### config.mk
export PLATFORM = sky130hd
export DESIGN_NAME = mul_float_arbiter_flat
export DESIGN_NICKNAME = d
export VERILOG_FILES = /design/src/rtl/mul_float_arbiter_if.sv /design/src/rtl/mul_float_arbiter.sv /design/src/flat_wrapper.sv
export SDC_FILE = /design/constraint.sdc
export NUM_CORES = 1
export LEC_CHECK = 0
export CAP_MARGIN = 20
export CORE_AREA = 2 2 117 119
export CTS_CLUSTER_DIAMETER = 150
export DETAILED_ROUTE_END_ITERATION = 16
export DIE_AREA = 0 0 119 121
export GPL_ROUTABILITY_DRIVEN = 0
export PLACE_DENSITY = 0.67
export SLEW_MARGIN = 20
export SYNTH_ARGS = -nofsm -noshare
export SYNTH_HDL_FRONTEND = slang
export SYNTH_SLANG_ARGS = --single-unit
### constraint.sdc
create_clock -name iCLOCK -period 3.3 [get_ports iCLOCK]
set_input_delay 0.66 -clock iCLOCK [delete_from_list [all_inputs] [get_ports iCLOCK]]
set_output_delay 0.66 -clock iCLOCK [all_outputs]
set_load 0.03 [all_outputs]
### src/rtl/mul_float_arbiter_if.sv
// Handshake bundle between two multiplier clients, the arbiter and the shared mul_float_cal.
// master = arbiter view, slave = clients/multiplier view.
interface mul_float_arbiter_if;
  logic        iREQ0_REQ, oREQ0_BUSY, oREQ0_VALID, iREQ0_BUSY;
  logic [31:0] iREQ0_A, iREQ0_B, oREQ0_DATA;
  logic        iREQ1_REQ, oREQ1_BUSY, oREQ1_VALID, iREQ1_BUSY;
  logic [31:0] iREQ1_A, iREQ1_B, oREQ1_DATA;
  logic        oMUL_REQ, iMUL_BUSY, iMUL_VALID, oMUL_BUSY;
  logic [31:0] oMUL_A, oMUL_B, iMUL_DATA;
  logic        oERR;

  modport master (
    input  iREQ0_REQ, iREQ0_A, iREQ0_B, iREQ0_BUSY,
    input  iREQ1_REQ, iREQ1_A, iREQ1_B, iREQ1_BUSY,
    input  iMUL_BUSY, iMUL_VALID, iMUL_DATA,
    output oREQ0_BUSY, oREQ0_VALID, oREQ0_DATA,
    output oREQ1_BUSY, oREQ1_VALID, oREQ1_DATA,
    output oMUL_REQ, oMUL_A, oMUL_B, oMUL_BUSY, oERR
  );

  modport slave (
    output iREQ0_REQ, iREQ0_A, iREQ0_B, iREQ0_BUSY,
    output iREQ1_REQ, iREQ1_A, iREQ1_B, iREQ1_BUSY,
    output iMUL_BUSY, iMUL_VALID, iMUL_DATA,
    input  oREQ0_BUSY, oREQ0_VALID, oREQ0_DATA,
    input  oREQ1_BUSY, oREQ1_VALID, oREQ1_DATA,
    input  oMUL_REQ, oMUL_A, oMUL_B, oMUL_BUSY, oERR
  );
endinterface

### src/rtl/mul_float_arbiter.sv
// Round-robin sharing of one in-order multiplier between two clients; a tag FIFO
// remembers who issued each in-flight op so results can be steered back.
module mul_float_arbiter #(
  parameter int P_TAG_DEPTH   = 4,
  parameter int P_TAG_DEPTH_N = 2
)(
  input  logic iCLOCK,
  input  logic inRESET,
  input  logic iRESET_SYNC,
  mul_float_arbiter_if.master bus
);
  localparam logic [P_TAG_DEPTH_N:0] LP_FULL = (P_TAG_DEPTH_N+1)'(P_TAG_DEPTH);

  logic                     rrLast, grant, issue, load, outBusy;
  logic                     fifoFull, fifoEmpty;
  logic [P_TAG_DEPTH-1:0]   tagMem;
  logic [P_TAG_DEPTH_N-1:0] wrPtr, rdPtr;
  logic [P_TAG_DEPTH_N:0]   count;
  logic                     outValid, outTag, err;
  logic [31:0]              outData;

  // Contention goes to whichever client did not issue last.
  always_comb begin
    grant = bus.iREQ1_REQ;
    if (bus.iREQ0_REQ & bus.iREQ1_REQ) grant = ~rrLast;
  end

  assign fifoFull   = (count == LP_FULL);
  assign fifoEmpty  = (count == '0);
  assign issue      = bus.oMUL_REQ & ~bus.iMUL_BUSY;
  assign outBusy    = outValid & (outTag ? bus.iREQ1_BUSY : bus.iREQ0_BUSY);
  // A result with nobody waiting for it is never popped or stored.
  assign load       = bus.iMUL_VALID & ~outBusy & ~fifoEmpty;

  assign bus.oMUL_REQ    = (bus.iREQ0_REQ | bus.iREQ1_REQ) & ~fifoFull;
  assign bus.oMUL_A      = grant ? bus.iREQ1_A : bus.iREQ0_A;
  assign bus.oMUL_B      = grant ? bus.iREQ1_B : bus.iREQ0_B;
  assign bus.oREQ0_BUSY  = grant  | bus.iMUL_BUSY | fifoFull;
  assign bus.oREQ1_BUSY  = ~grant | bus.iMUL_BUSY | fifoFull;
  assign bus.oMUL_BUSY   = outBusy;
  assign bus.oREQ0_VALID = outValid & ~outTag;
  assign bus.oREQ1_VALID = outValid &  outTag;
  assign bus.oREQ0_DATA  = outData;
  assign bus.oREQ1_DATA  = outData;
  assign bus.oERR        = err;

  always_ff @(posedge iCLOCK or negedge inRESET) begin
    if (!inRESET) begin
      rrLast   <= 1'b1;
      tagMem   <= '0;
      wrPtr    <= '0;
      rdPtr    <= '0;
      count    <= '0;
      outValid <= 1'b0;
      outTag   <= 1'b0;
      outData  <= '0;
      err      <= 1'b0;
    end else if (iRESET_SYNC) begin
      rrLast   <= 1'b1;
      tagMem   <= '0;
      wrPtr    <= '0;
      rdPtr    <= '0;
      count    <= '0;
      outValid <= 1'b0;
      outTag   <= 1'b0;
      outData  <= '0;
      err      <= 1'b0;
    end else begin
      if (issue) begin
        rrLast        <= grant;
        tagMem[wrPtr] <= grant;
        wrPtr         <= wrPtr + 1'b1;
      end
      if (load) begin
        outValid <= 1'b1;
        outTag   <= tagMem[rdPtr];
        outData  <= bus.iMUL_DATA;
        rdPtr    <= rdPtr + 1'b1;
      end else if (outValid & ~outBusy) begin
        outValid <= 1'b0;
      end
      if (issue & ~load)      count <= count + 1'b1;
      else if (~issue & load) count <= count - 1'b1;
      if (bus.iMUL_VALID & fifoEmpty) err <= 1'b1;
    end
  end
endmodule

### src/flat_wrapper.sv
// flat-port wrapper written by rule: the top's interface ports become plain ports
module mul_float_arbiter_flat 
#(
  parameter int P_TAG_DEPTH   = 4,
  parameter int P_TAG_DEPTH_N = 2
)
  (iCLOCK, inRESET, iRESET_SYNC, bus_iREQ0_REQ, bus_iREQ0_A, bus_iREQ0_B, bus_iREQ0_BUSY, bus_iREQ1_REQ, bus_iREQ1_A, bus_iREQ1_B, bus_iREQ1_BUSY, bus_iMUL_BUSY, bus_iMUL_VALID, bus_iMUL_DATA, bus_oREQ0_BUSY, bus_oREQ0_VALID, bus_oREQ0_DATA, bus_oREQ1_BUSY, bus_oREQ1_VALID, bus_oREQ1_DATA, bus_oMUL_REQ, bus_oMUL_A, bus_oMUL_B, bus_oMUL_BUSY, bus_oERR);
  mul_float_arbiter_if bus_i ();
  input  logic iCLOCK;
  input  logic inRESET;
  input  logic iRESET_SYNC;
  input wire logic [$bits(bus_i.iREQ0_REQ)-1:0] bus_iREQ0_REQ;
  input wire logic [$bits(bus_i.iREQ0_A)-1:0] bus_iREQ0_A;
  input wire logic [$bits(bus_i.iREQ0_B)-1:0] bus_iREQ0_B;
  input wire logic [$bits(bus_i.iREQ0_BUSY)-1:0] bus_iREQ0_BUSY;
  input wire logic [$bits(bus_i.iREQ1_REQ)-1:0] bus_iREQ1_REQ;
  input wire logic [$bits(bus_i.iREQ1_A)-1:0] bus_iREQ1_A;
  input wire logic [$bits(bus_i.iREQ1_B)-1:0] bus_iREQ1_B;
  input wire logic [$bits(bus_i.iREQ1_BUSY)-1:0] bus_iREQ1_BUSY;
  input wire logic [$bits(bus_i.iMUL_BUSY)-1:0] bus_iMUL_BUSY;
  input wire logic [$bits(bus_i.iMUL_VALID)-1:0] bus_iMUL_VALID;
  input wire logic [$bits(bus_i.iMUL_DATA)-1:0] bus_iMUL_DATA;
  output wire logic [$bits(bus_i.oREQ0_BUSY)-1:0] bus_oREQ0_BUSY;
  output wire logic [$bits(bus_i.oREQ0_VALID)-1:0] bus_oREQ0_VALID;
  output wire logic [$bits(bus_i.oREQ0_DATA)-1:0] bus_oREQ0_DATA;
  output wire logic [$bits(bus_i.oREQ1_BUSY)-1:0] bus_oREQ1_BUSY;
  output wire logic [$bits(bus_i.oREQ1_VALID)-1:0] bus_oREQ1_VALID;
  output wire logic [$bits(bus_i.oREQ1_DATA)-1:0] bus_oREQ1_DATA;
  output wire logic [$bits(bus_i.oMUL_REQ)-1:0] bus_oMUL_REQ;
  output wire logic [$bits(bus_i.oMUL_A)-1:0] bus_oMUL_A;
  output wire logic [$bits(bus_i.oMUL_B)-1:0] bus_oMUL_B;
  output wire logic [$bits(bus_i.oMUL_BUSY)-1:0] bus_oMUL_BUSY;
  output wire logic [$bits(bus_i.oERR)-1:0] bus_oERR;
  assign bus_i.iREQ0_REQ = bus_iREQ0_REQ;
  assign bus_i.iREQ0_A = bus_iREQ0_A;
  assign bus_i.iREQ0_B = bus_iREQ0_B;
  assign bus_i.iREQ0_BUSY = bus_iREQ0_BUSY;
  assign bus_i.iREQ1_REQ = bus_iREQ1_REQ;
  assign bus_i.iREQ1_A = bus_iREQ1_A;
  assign bus_i.iREQ1_B = bus_iREQ1_B;
  assign bus_i.iREQ1_BUSY = bus_iREQ1_BUSY;
  assign bus_i.iMUL_BUSY = bus_iMUL_BUSY;
  assign bus_i.iMUL_VALID = bus_iMUL_VALID;
  assign bus_i.iMUL_DATA = bus_iMUL_DATA;
  assign bus_oREQ0_BUSY = bus_i.oREQ0_BUSY;
  assign bus_oREQ0_VALID = bus_i.oREQ0_VALID;
  assign bus_oREQ0_DATA = bus_i.oREQ0_DATA;
  assign bus_oREQ1_BUSY = bus_i.oREQ1_BUSY;
  assign bus_oREQ1_VALID = bus_i.oREQ1_VALID;
  assign bus_oREQ1_DATA = bus_i.oREQ1_DATA;
  assign bus_oMUL_REQ = bus_i.oMUL_REQ;
  assign bus_oMUL_A = bus_i.oMUL_A;
  assign bus_oMUL_B = bus_i.oMUL_B;
  assign bus_oMUL_BUSY = bus_i.oMUL_BUSY;
  assign bus_oERR = bus_i.oERR;
  mul_float_arbiter #(.P_TAG_DEPTH(P_TAG_DEPTH), .P_TAG_DEPTH_N(P_TAG_DEPTH_N)) u_core (.iCLOCK(iCLOCK), .inRESET(inRESET), .iRESET_SYNC(iRESET_SYNC), .bus(bus_i));
endmodule
==> qor.yml, run 1 <==
status: "finished, final reports clean"
max_freq_mhz: 317
numClockSinks: 47
clockRootBuffer: "clkbuf_16"
syn_area_per_cell_sq_um: 9.50
utilization_pct: 48.7
path_clk_slew_ns: 0.06
rrSetupSlack_ns: 0.86
power_leakage_nw: 2.88
synth-main-ff-cell: "dfrtp_1"
synth_fa_ha_area_share_pct: 2.22
instances_no_fill: 776
antenna_found_initial: 0
async_flop_share_pct: 100
synth_top_family_by_area: "multiplexers"
synth_area_leaders: "dfrtp_1, mux2_2, buf_4, nand2_1, a21oi_1"
yosys.area_share.simple_pct: 13.7
reg2reg_from: "u_core.count[0]"
crit_path_frequent_cell: "buf_4"
drcViolationCount: 0
hold_path.class: "input pin to asynchronous set/reset pin"
worstSetupEndpointType: "output port"
register_area_sq_um: 1180
fill_cells: 1207
ir_drop_uv: 195
critPathKind: "input pin to output port"
start_kind: "input pin"
io_buffers: 303
fp.dieW_um: 119
antenna_cells: 0
synth_xor_area_share_pct: 1.11
dieArea_sq_um: 14400
drt_pre_antenna_iters: 4
synth-compound-area-share_pct: 7.59
nets: 773
setup_tns_ns: 0
grt_overflow: 0
yosysTopAreaCellShare_pct: 36.4
slew-limit-headroom_pct: 60.7
ys_types: 35
grt_pass1_wl_um: 19600
cp_slowest_cell: "clkdlybuf4s50_1"
fin_crit_sh_pct: 95.5
cts.path.max_buffers: 2
cts-hold-fix-buffers: 0
r2r-end: "u_core.count[2]"
post-synth-top-area-cell: "dfrtp_1"
mostFrequentLayoutCells: "clkdlybuf4s50_1, nand2_1, mux2_2"
multi_input_area_sq_um: 1630
setup_viol: 0
area_delta_synth_final_pct: 102
grt_pass1_vias: 3479
yosysWarnings: 0
slowest_delay_ns: 0.49
fin_worst_skew_ns: 0.00552
initial_core_util_pct: 24.2
via_per_inst: 4.35
synth_edf_count: 0
netlist_instances: 333
wl_per_cell_um: 16.9
arrival_ns: 2.49
critPathCapture: "bus_oMUL_A[25]"
yosysSeqAreaShare_pct: 37.2
dp_hpwl_um: 11100
synth-seq-cells: 47
cts_setup_buffers: 0
worst_ep_required_time_ns: 2.64
track_usage_pct: 17.5
path_cells: "clkdlybuf4s50_1 > a21boi_4 > buf_12 > buf_4 > mux2_2 > buf_4"
antenna_left: 0
coreArea_sq_um: 13100
max_cap_viol_count: 0
grt_max_degree: 48
wl_um: 13100
rsz0062_at_grt: "false"
num_vias: 3379
post_route_cells_drive_above_1_share_pct: 18.7
synth_nets: 507
clk_latency_ns: 0.28
worstSetupStartpoint: "bus_iREQ1_REQ"
fin_crit_ns: 3.15
rows: 42
dpl.cell_count: 768
synth_mux_area_share_pct: 26.5
crit_fanout: 39
cts_tree: "yes"
fp.dieH_um: 121
hold_viol_final: 0
report.final.slew_viol_count: 0
top_level_ports: 304
power_density_nw_per_um2: 520
worst_pin_slew_ns: 0.589
syn_area_sq_um: 3160
cts.htree.levels: 2
layout_commonest_cell: "clkdlybuf4s50_1"
rr_worst_depth: 7
cts_inserted_buffers: 5
drt_iter0_drc: 117
what timing repair did:
item,CTS,global route
gates cloned,0,0
resized for setup,2,39
endpoints found under the setup margin,2,39
where the power goes:
part	total, mW	switching [mW]	internal [mW]
logic	1.87	1.04	0.835
clock network	0.642	0.208	0.434
registers	0.802	0.106	0.695
sequential cells by signal, indices dropped and copies added (netlist names):
register	cells
u_core.bus.oREQ0_DATA	32
u_core.count	3
u_core.bus.oERR	1
u_core.tagMem	4
u_core.outTag	1
u_core.rdPtr	2
u_core.wrPtr	2
u_core.outValid	1
u_core.rrLast	1
final cells by class:
class,count,area share (%)
clock buffers,6,2.02
well taps,176,3.45
multi-input cells,228,25.5
flip-flops and latches,47,18.5
inverters,5,0.294
clock inverters,2,0.942
repair buffers,312,49.3
worst max-delay path, delay by kind of cell:
kind | cells | cell delay (ns)
buf+inv | 4 | 1.19
compound gates | 1 | 0.22
mux | 1 | 0.40
cells in the mapped netlist (all sizes together) (2+ instances only):
| cell | instances |
|---|---|
| a21boi | 2 |
| buf | 45 |
| xnor2 | 3 |
| mux2i | 6 |
| nand2 | 69 |
| ha | 4 |
| inv | 5 |
| mux2 | 67 |
| dfrtp | 46 |
| a21oi | 35 |
| nor2 | 20 |
| clkbuf | 8 |
| nand3 | 6 |
kinds of logic (layout without fill, tap and decap cells):
logic type | count (synthesis) | in the layout
buffers and inverters | 58 | 325
XOR/XNOR | 4 | 4
multiplexers | 74 | 74
AND/OR/NAND/NOR | 103 | 103
adder cells (fa/ha/maj) | 5 | 5
flip-flops | 47 | 47
AO/OA/AOI/OAI | 42 | 42
worst min-delay path by stage:
stage,start,endpoint,slack (ns)
3_5_place_dp,u_core.bus.oERR,u_core.bus.oERR,0.50
5_1_grt,inRESET,u_core.bus.oREQ0_DATA[12],0.43
6_report,inRESET,u_core.bus.oREQ0_DATA[12],0.39
4_1_cts,u_core.rrLast,u_core.rrLast,0.52
3_3_place_gp,u_core.bus.oERR,u_core.bus.oERR,0.49
2_1_floorplan,inRESET,u_core.bus.oERR,0.36
stage by stage:
step / cell area [sq um] / hold WS, ns / total power [mW] / setup WS (ns)
floorplan: 3160 / 0.364 / 2.00 / 0.697
global placement: 6090 / 0.491 / 2.68 / 0.0389
detailed placement: 6090 / 0.502 / 2.71 / 0.0122
CTS: 6280 / 0.515 / 3.38 / 0.00231
global route: 6380 / 0.432 / 3.50 / 0.0821
finish: 6380 / 0.385 / 3.32 / 0.148
layer usage:
| layer | vias up | routed length, um | GRT usage (%) |
|---|---|---|---|
| met5 | - | 0 | 0 |
| met4 | 0 | 265 | 4.54 |
| met3 | 16 | 1200 | 5.59 |
| met2 | 175 | 6660 | 31.8 |
| met1 | 1567 | 5010 | 19.9 |
| li1 | 1621 | - | - |
Power figures use the tool's default switching activity.
==> run 2: changes to the inputs <==
--- a/config.mk
+++ b/config.mk
@@ -8,9 +8,10 @@
 export CAP_MARGIN = 20
 export CORE_AREA = 2 2 117 119
+export CTS_BUF_LIST = sky130_fd_sc_hd__clkbuf_8 sky130_fd_sc_hd__clkbuf_16
 export CTS_CLUSTER_DIAMETER = 150
 export DETAILED_ROUTE_END_ITERATION = 16
 export DIE_AREA = 0 0 119 121
 export GPL_ROUTABILITY_DRIVEN = 0
-export PLACE_DENSITY = 0.67
+export PLACE_DENSITY = 0.78
 export SLEW_MARGIN = 20
 export SYNTH_ARGS = -nofsm -noshare
==> constraint.sdc (replaced) <==
create_clock -name iCLOCK -period 3.3 [get_ports iCLOCK]
set_input_delay 0.66 -clock iCLOCK [delete_from_list [all_inputs] [get_ports iCLOCK]]
set_output_delay 0.66 -clock iCLOCK [all_outputs]
set_load 0.005 [all_outputs]
==> qor.yml, run 2 (synthesis gave the netlist of run 1 again) <==
layout_commonest_cell: "clkdlybuf4s50_1"
hold_path.class: "input pin to asynchronous set/reset pin"
met1_usage_pct: 18.3
antenna_left: 0
dieArea_sq_um: 14400
top_level_ports: 304
fin_worst_skew_ns: 0.00502
cts_tree: "yes"
fill_cells: 1182
fp.dieW_um: 119
cp_num_buf_inv: 4
antenna_cells: 0
cts.path.max_buffers: 2
setup_tns_ns: 0
critPathKind: "input pin to output port"
clockRootBuffer: "clkbuf_16"
largest_register_ffs: 32
coreArea_sq_um: 13100
initial_core_util_pct: 24.2
antenna_found_initial: 0
cts_inserted_buffers: 5
slew-limit-headroom_pct: 42.8
fp.dieH_um: 121
track_usage_pct: 17.5
worst_ep_required_time_ns: 2.64
mostFrequentLayoutCells: "clkdlybuf4s50_1, nand2_1, mux2_2"
ir_drop_uv: 233
max_freq_mhz: 307
start_kind: "input pin"
worst_pin_slew_ns: 0.858
max_cap_viol_count: 0
fin_crit_sh_pct: 98.7
numClockSinks: 47
clk_latency_ns: 0.29
wl_um: 13200
drt_iter0_drc: 151
rsz0062_at_grt: "false"
slowest_delay_ns: 0.51
cts.htree.levels: 2
rows: 42
drcViolationCount: 0
grt_overflow: 0
grt_pass1_vias: 3463
crit_fanout: 21
post_route_cells_drive_above_1_share_pct: 15.4
dp_hpwl_um: 11300
fin_crit_ns: 3.26
status: "finished, final reports clean"
drt_pre_antenna_iters: 4
cts-hold-fix-buffers: 0
cpLargestDelayFamily: "buffers and inverters"
wl_per_cell_um: 16.9
num_vias: 3421
io_buffers: 303
via_per_inst: 4.39
arrival_ns: 2.60
grt_busiest_layer: "met2"
power_leakage_nw: 2.52
grt_max_degree: 51
setup_viol: 0
nets: 776
grt_pass1_wl_um: 19300
path_clk_slew_ns: 0.06
p_total_mw: 2.74
worstSetupEndpointType: "output port"
use_met2_pct: 32.9
hold_viol_final: 0
area_delta_synth_final_pct: 101
power_density_nw_per_um2: 432
report.final.slew_viol_count: 0
cp_slowest_cell: "clkdlybuf4s50_1"
grt_use_met3_pct: 5.97
path_cells: "clkdlybuf4s50_1 > a21boi_4 > buf_12 > buf_12 > mux2_2 > clkdlybuf4s50_1"
[run 2: cell types whose count changed in the layout (fill, tap and decap cells not counted)]
cell             before  now
clkdlybuf4s50_1     237  299
dlymetal6s2s_1       39    2
buf_4                32   10
buf_12                1    3
bufinv_16             2    0
clkinvlp_4            0    2
dlygate4sd2_1         2    0
clkbuf_1              1    0
inv_6                 0    1
[run 2: final timing paths]
kind                            startpoint                   endpoint  slack [ns]  depth (start not counted)
hold / removal                     inRESET  u_core.bus.oREQ0_DATA[14]        0.37                          1
min in group iCLOCK        u_core.bus.oERR            u_core.bus.oERR        0.51                          2
setup / recovery             bus_iREQ1_REQ             bus_oMUL_B[14]        0.04                          6
max in group asynchronous          inRESET            u_core.count[1]        2.53                          1
hold reg to reg            u_core.bus.oERR            u_core.bus.oERR        0.51                          2
setup reg to reg           u_core.count[0]            u_core.count[2]        0.88                          7
[run 2: final cells by class]
cell class / instances / area (sq um) / share of cell area [%]
Clock buffer: 5 / 125 / 1.97
Tap cell: 176 / 220 / 3.47
Multi-Input combinational cell: 228 / 1630 / 25.6
Sequential cell: 47 / 1180 / 18.5
Timing Repair Buffer: 315 / 3160 / 49.7
Clock inverter: 3 / 23.8 / 0.374
Inverter: 5 / 18.8 / 0.296
[run 2: metal layers]
layer	share of wire (%)	routed length, um	up-vias
met1	34	4470	1571
met3	11	1420	15
met5	0	0	-
li1	-	-	1630
met4	2.4	310	0
met2	53	6970	205
[run 2: worst register-to-register path, cell delays in order (launching register included)]
cell and delay (ns):
dfrtp_1 0.43, or3b_1 0.57, nand2_8 0.15, nor2_1 0.06, fa_1 0.38, nor4_1 0.31
mux2i_1 0.13, mux2_2 0.28
[run 2: where the power goes]
| group | total (mW) | internal [mW] | switching, mW | leakage [nW] |
|---|---|---|---|---|
| clock network | 0.502 | 0.283 | 0.219 | 0.0664 |
| logic | 1.44 | 0.862 | 0.579 | 1.81 |
| registers | 0.800 | 0.696 | 0.105 | 0.637 |
[run 2: metrics by stage]
| stage | hold WS [ns] | cells | area (sq um) | utilization, % | worst slack (ns) |
|---|---|---|---|---|---|
| after floorplan | 0.364 | 333 | 3160 | - | 0.697 |
| after global placement | 0.480 | 768 | 6170 | 47.2 | 0.0469 |
| after detailed placement | 0.493 | 768 | 6170 | 47.2 | 0.0185 |
| after CTS | 0.511 | 779 | 6340 | 48.5 | 0.0326 |
| after global routing | 0.426 | 779 | 6350 | 48.5 | 0.00153 |
| final | 0.375 | 779 | 6350 | 48.5 | 0.0430 |
[run 2: what timing repair did]
action	4_1_cts	5_1_grt
buffers inserted	3	0
setup endpoints to repair	2	2
pin swaps	0	0
resized for setup	0	2
==> run 3: changes to the inputs <==
Settings changed: ABC_CLOCK_PERIOD_IN_PS set to 3300.
==> results of run 3 <==
Same layout as run 2: the final DEF is identical, and so are final timing and power.
